### src/rtl/fir_datapath.sv
// ---------------------------------------------------------------------------
// fir_datapath
//
// Purpose:
//   Register-file datapath for a small FIR controller. It holds sixteen
//   16-bit general-purpose registers, performs nop/copy/load/add operations
//   into a destination register, reports signed add overflow combinationally,
//   and keeps a free-running sample counter.
//
// Ports:
//   clk           in   1   system clock, rising edge
//   n_reset       in   1   synchronous active-low reset
//   op            in   2   00 nop, 01 copy, 10 load, 11 add
//   src1          in   4   operand A register index
//   src2          in   4   operand B register index
//   dest          in   4   destination register index
//   ext_data      in  16   sample word written by load
//   cnt_up        in   1   sample-count increment strobe
//   overflow      out  1   signed add overflow (combinational)
//   outreg_data   out 16   contents of r0
//   sample_count  out 16   number of processed samples (wraps silently)
//
// Configuration:
//   FIR_DATAPATH_SAT_EN - when defined, an overflowing add writes the
//   saturated value (16'h7FFF / 16'h8000) instead of the wrapped sum.
//   The overflow flag behaves the same way in both builds.
// ---------------------------------------------------------------------------
module fir_datapath (
    input  logic        clk,
    input  logic        n_reset,
    input  logic [1:0]  op,
    input  logic [3:0]  src1,
    input  logic [3:0]  src2,
    input  logic [3:0]  dest,
    input  logic [15:0] ext_data,
    input  logic        cnt_up,
    output logic        overflow,
    output logic [15:0] outreg_data,
    output logic [15:0] sample_count
);

    localparam logic [1:0] OP_NOP  = 2'b00;
    localparam logic [1:0] OP_COPY = 2'b01;
    localparam logic [1:0] OP_LOAD = 2'b10;
    localparam logic [1:0] OP_ADD  = 2'b11;

    logic [15:0] r_regFile [16];
    logic [15:0] r_sampleCount;

    logic [15:0] w_opA;
    logic [15:0] w_opB;
    logic [15:0] w_sum;
    logic        w_addOverflow;
    logic [15:0] w_addResult;
    logic        w_writeEn;
    logic [15:0] w_writeData;

    // Read ports are plain array lookups, so a register written this cycle
    // still shows its pre-edge value until the edge commits the write.
    assign w_opA = r_regFile[src1];
    assign w_opB = r_regFile[src2];
    assign w_sum = w_opA + w_opB;

    // Signed overflow: operands agree in sign but the wrapped sum does not.
    assign w_addOverflow = (w_opA[15] == w_opB[15]) && (w_sum[15] != w_opA[15]);

`ifdef FIR_DATAPATH_SAT_EN
    // Operand A's sign tells which way the add ran off the range.
    assign w_addResult = w_addOverflow ? (w_opA[15] ? 16'h8000 : 16'h7FFF) : w_sum;
`else
    assign w_addResult = w_sum;
`endif

    assign overflow     = (op == OP_ADD) && w_addOverflow;
    assign outreg_data  = r_regFile[0];
    assign sample_count = r_sampleCount;

    // Decode the op into a single write port; nop leaves the file untouched.
    always_comb begin
        w_writeEn   = 1'b0;
        w_writeData = '0;
        case (op)
            OP_NOP: begin
                w_writeEn   = 1'b0;
            end
            OP_COPY: begin
                w_writeEn   = 1'b1;
                w_writeData = w_opA;
            end
            OP_LOAD: begin
                w_writeEn   = 1'b1;
                w_writeData = ext_data;
            end
            OP_ADD: begin
                w_writeEn   = 1'b1;
                w_writeData = w_addResult;
            end
            default: begin
                w_writeEn   = 1'b0;
            end
        endcase
    end

    // Register file: reset clears every entry and masks any concurrent op.
    // Writes go through even when the add overflowed.
    always_ff @(posedge clk) begin
        if (!n_reset) begin
            for (int i = 0; i < 16; i++) begin
                r_regFile[i] <= '0;
            end
        end else if (w_writeEn) begin
            r_regFile[dest] <= w_writeData;
        end
    end

    // Sample counter runs independently of register writes and wraps
    // from 16'hFFFF to zero with no flag.
    always_ff @(posedge clk) begin
        if (!n_reset) begin
            r_sampleCount <= '0;
        end else if (cnt_up) begin
            r_sampleCount <= r_sampleCount + 16'd1;
        end
    end

endmodule

### config.mk
export PLATFORM = sky130hd
export DESIGN_NAME = fir_datapath
export DESIGN_NICKNAME = d
export VERILOG_FILES = /design/src/rtl/fir_datapath.sv
export SDC_FILE = /design/constraint.sdc
export NUM_CORES = 1
export LEC_CHECK = 0
export ABC_AREA = 1
export BUFFER_PORTS_ARGS = -buffer_cell sky130_fd_sc_hd__buf_4
export CORE_ASPECT_RATIO = 0.7
export CORE_MARGIN = 4
export CORE_UTILIZATION = 40
export CTS_BUF_LIST = sky130_fd_sc_hd__clkbuf_16
export CTS_CLUSTER_SIZE = 24
export DETAILED_ROUTE_END_ITERATION = 7
export PLACE_DENSITY_LB_ADDON = 0.05
export SLEW_MARGIN = 0
export SYNTH_ARGS = -nofsm -noshare
export SYNTH_HDL_FRONTEND = slang
export SYNTH_SLANG_ARGS = --single-unit
export TNS_END_PERCENT = 20
### constraint.sdc
create_clock -name clk -period 3.6 [get_ports clk]
set_input_delay 0.36 -clock clk [delete_from_list [all_inputs] [get_ports clk]]
set_output_delay 0.36 -clock clk [all_outputs]
set_load 0.03 [all_outputs]
* After elaboration in Yosys (flattened, before gate mapping)
Memories as Yosys holds them, arrays and structs flattened.
Index checks and enable logic that the tools add are counted.
** Storage, ports and cells
- Bits of input ports :: 33
- Output and inout bits :: 33
- Memories :: 1
- Bits in writable memories :: 256
- Register bits after elaboration :: 16
** Memory list
- r_regFile :: words 16, width 16, read ports 3, clocked after memory_dff 0, wr ports 16, line 47 : logic [15:0] r_regFile [16];
** Cells by class
- Reductions and logical operators :: 5
- Multiplexer cells :: 9
- Add/subtract/negate cells :: 2
- Eq/ne operators :: 5
** Operator list (number)
- 16-bit one-hot mux with 3 select lines :: 1
- 16-bit by 1-bit adder with 16-bit output (second input constant) :: 1
- 16-bit adder :: 1
- 16-bit two-way mux :: 1
- 16-bit OR reduction :: 1
- 1-bit two-way mux :: 5
- 2-bit == test (second input constant) :: 2
- 4-bit two-way mux :: 1
- 3-bit OR reduction :: 1
- 2-bit by 1-bit == test with 1-bit output (second input constant) :: 1
- 1-bit logical AND :: 2
- 2-bit logical NOT :: 1
- 1-bit one-hot mux with 2 select lines :: 1
- 1-bit == test :: 1
- 1-bit != test :: 1

* Longest topological paths before layout
- Depth after elaboration :: 8
- Depth in mapped cells :: 23
- Mapped depth without buffers :: 19

* Worst setup path before layout
OpenSTA, ideal clock, no wires.
- Kind :: input -> register
- Start :: input port src2[0]
- End :: memory r_regFile[10][8], data pin
- Cell stages on the path :: 22
- Buffers on the path :: 5
- Library setup time :: 0.261 ns
- Required time :: 3.339 ns
- Arrival time :: 3.235 ns
- Slack :: 0.104 ns
- Cells stage by stage :: buf_2 buf_2 buf_2 clkbuf_1 a21oi_1 o21ai_0 o21ai_0 o221ai_1 nand2_1 ha_1 fa_1 nand3_1 nand3_2 inv_2 o21bai_2 nand2_1 nand3b_1 nand3_1 nand2_1 inv_1 buf_2 a21oi_1
** RTL lines
- from (decl) :: line 33 : input logic [3:0] src2,
- to (decl) :: line 47

==> results.py <==
metrics = {
    "power": {
        "cellPowerDensity_mw_per_mm2": 430,
        "leakagePower_uw": 0.00755,
        "total_power_uw": 8190,
        "ir_drop_uv": 397,
    },
    "floorplanning": {
        "design.core.area_mm2": 0.0389,
        "die_h_um": 175,
        "dieArea_mm2": 0.0431,
        "start_util": 0.410,
        "row_count": 60,
        "ios": 66,
        "dieWidth_um": 247,
    },
    "detailed_routing": {
        "routedWlPerCell_um": 24.0,
        "dr.pass1.iters": 6,
        "vias": 14900,
        "route.detailed.drc": 0,
        "ant_nets": 0,
        "vias_per_cell": 5.81,
        "finalWirelength_um": 61500,
        "dr.first_iter.drc_count": 1942,
    },
    "run_status": {
        "status": "complete, no violations",
    },
    "cells_and_area": {
        "antenna-diode-count": 0,
        "multi_input_area_mm2": 0.00665,
        "seqCellArea_mm2": 0.00801,
        "nets": 2071,
        "drive_gt1_frac": 0.162,
        "syn_to_final_growth_pct": 19.7,
        "nFillCells": 3767,
        "layout.cells.non_filler": 2567,
        "utilization": 0.490,
    },
    "logic_synthesis": {
        "synthMuxAreaShare": 0,
        "synthAdderAreaFrac": 0.0138,
        "syn_inst": 1900,
        "yosysWarnings": 0,
        "syn_nets": 1950,
        "async_flop_share": 0,
        "ys_seq_area_frac": 0.503,
        "ys.flop_type": "edfxtp_1",
        "synth_xor_area_frac": 0,
        "ys_ff_latch": 272,
        "syn_area_mm2": 0.0159,
        "synth_edf_count": 256,
        "synthTopCellsByArea": "edfxtp_1 48%, o21ai_0 10%, nor2_1 7.4%, a21oi_1 6.7%, nand2_1 4.9%",
        "synth_compound_area_frac": 0.230,
        "synth_area_leader_cell": "edfxtp_1",
        "yosysUniqueCellTypes": 49,
        "synth_top_area_frac": 0.483,
        "synth_top_family_by_area": "compound AO/OA/AOI/OAI gates",
        "avgSynthCellArea_um2": 8.38,
        "synth_simple_gate_area_frac": 0.158,
    },
    "min_path": {
        "hold_path.class": "input port to flop",
    },
    "critical_path": {
        "crit_fanout": 5,
        "worst_setup_path_start_kind": "flop",
        "required_ps": 3240,
        "path_class": "flop to output pin",
        "endpoint_kind": "output pin",
        "critPathArrivalTime_ps": 3070,
    },
    "placed_design": {
        "hpwl_um": 40800,
        "place_inst": 2510,
        "gp_congestion": 0.906,
        "port_buffers": 65,
    },
    "job": {
        "maxCapViolations": 0,
    },
    "global_route": {
        "first_global_vias": 13700,
        "grt_overflow_total": 0,
        "use_met2": 0.396,
        "track_usage": 0.277,
        "grt_max_degree": 78,
        "gr-usage-met1": 0.428,
        "grt_most_used_layer": "met1",
        "grt_pass1_wl_um": 89700,
        "grt_util_met3": 0.0434,
        "antenna_found_initial": 0,
    },
    "sta": {
        "min_period_ps": 3430,
        "hold_viol": 0,
        "skew_ps": 10.8,
        "maxSlewHeadroom": 0.554,
        "worstMarginPinSlew_ps": 670,
        "drv_slew": 0,
        "max_freq_mhz": 292,
        "period_share": 0.952,
        "timing.hold.ws_ps": 274,
        "setup_viol": 0,
    },
    "clock_tree": {
        "cts.sinks": 272,
        "clkLatencyLatePin_ps": 560,
        "clk_pin_slew_ps": 70,
        "root_buffer": "clkbuf_16",
        "cts_tree": "yes",
        "cts_buffers": 28,
        "cts_buffer_depth": 3,
        "cts_max_level": 1,
    },
}
area by class of cell:
cell class | instances | area share
sequential | 272 | 0.420
multi-input combinational | 1294 | 0.349
clock buffer | 29 | 0.0381
inverter | 192 | 0.0379
tap | 527 | 0.0346
clock inverter | 20 | 0.00407
timing repair buffer | 233 | 0.117
timing repair:
item                                   4_1_cts  5_1_grt
pin swaps                                    1       14
endpoints found under the hold margin        1        0
buffers inserted                             0        7
hold buffers                                 1        0
resized for setup                           11       46
gates cloned                                 0        0
setup endpoints to repair                    1        1
worst max-delay path, cell delays in order (launching register included):
cell,delay (ps)
edfxtp_1,410
o21ai_0,200
a21oi_1,60
o221ai_1,200
buf_4,160
nand2_1,100
ha_1,320
nand3_1,120
nand3_2,100
nand3_1,100
nand2_2,110
nand2_1,90
nand2b_1,70
nand2_1,80
nand2_1,60
a21oi_2,170
buf_6,150
logic make-up after synthesis:
logic type | Yosys count
compound gates | 654
fa+ha+maj | 17
buf+inv | 334
flops | 272
simple gates | 623
cell usage in the layout, fill, tap and decap left out, types with 3 or more instances in the layout:
cell type / Yosys / final
a22o_1: 3 / 3
inv_1: 187 / 197
nand2_2: 4 / 13
o211ai_1: 25 / 25
nor3_1: 4 / 4
o22ai_1: 4 / 4
nand2_1: 206 / 197
clkinv_1: 1 / 5
dfxtp_1: 16 / 16
o221ai_1: 44 / 37
buf_4: 12 / 191
edfxtp_1: 256 / 256
inv_2: 3 / 7
ha_4: 0 / 10
clkbuf_16: 0 / 29
buf_12: 0 / 35
a21oi_4: 6 / 6
or2_2: 3 / 3
nor2_1: 314 / 313
o221ai_2: 1 / 7
nand3_2: 3 / 4
o21bai_1: 4 / 4
nand4_1: 5 / 5
buf_6: 25 / 5
a21oi_2: 0 / 5
o21ai_1: 6 / 18
o21ai_0: 332 / 320
a21oi_1: 213 / 208
ha_1: 16 / 5
nand3_1: 78 / 77
state kept, by name, indices dropped and copies added, names as in the netlist:
signal and count:
sample_count 16, r_regFile 256
per-layer routing:
| layer | share of wire | vias up |
|---|---|---|
| li1 | - | 6815 |
| met1 | 0.46 | 7141 |
| met2 | 0.41 | 831 |
| met3 | 0.094 | 126 |
| met4 | 0.036 | 0 |
| met5 | 0 | - |
cells in the mapped netlist (6+ instances only):
cell and instances:
o21ai_0 332, edfxtp_1 256, buf_2 23, dfxtp_1 16
inv_1 187, nand3_1 78, a21oi_4 6, buf_6 25
a21oi_1 213, o21ai_1 6, clkbuf_1 75, nor2_1 314
o221ai_1 44, ha_1 16, nand2_1 206, o211ai_1 25
buf_4 12
report_power, final:
part	switching, µW	internal (µW)
sequential	66.9	3590
combinational	1170	686
clock	1250	1430
total	2490	5710
stage by stage:
stage                     area (µm²)  setup slack (ps)  TNS (ps)
after floorplan                15900               104         0
after global placement         17900              11.2         0
after detailed placement       17900             -24.1      -127
after CTS                      18800              25.0         0
after global routing           19100             -38.2     -38.2
final                          19100               171         0
worst paths after layout:
check / end / depth (start not counted) / slack (ps) / from
worst max register to register: r_regFile[6][10] / 18 / 400 / r_regFile[9][0]
worst min register to register: sample_count[15] / 2 / 460 / sample_count[15]
worst min-delay path: sample_count[8] / 3 / 270 / n_reset
worst max-delay path: overflow / 16 / 170 / r_regFile[10][1]
(Power assumes the default switching activity.)
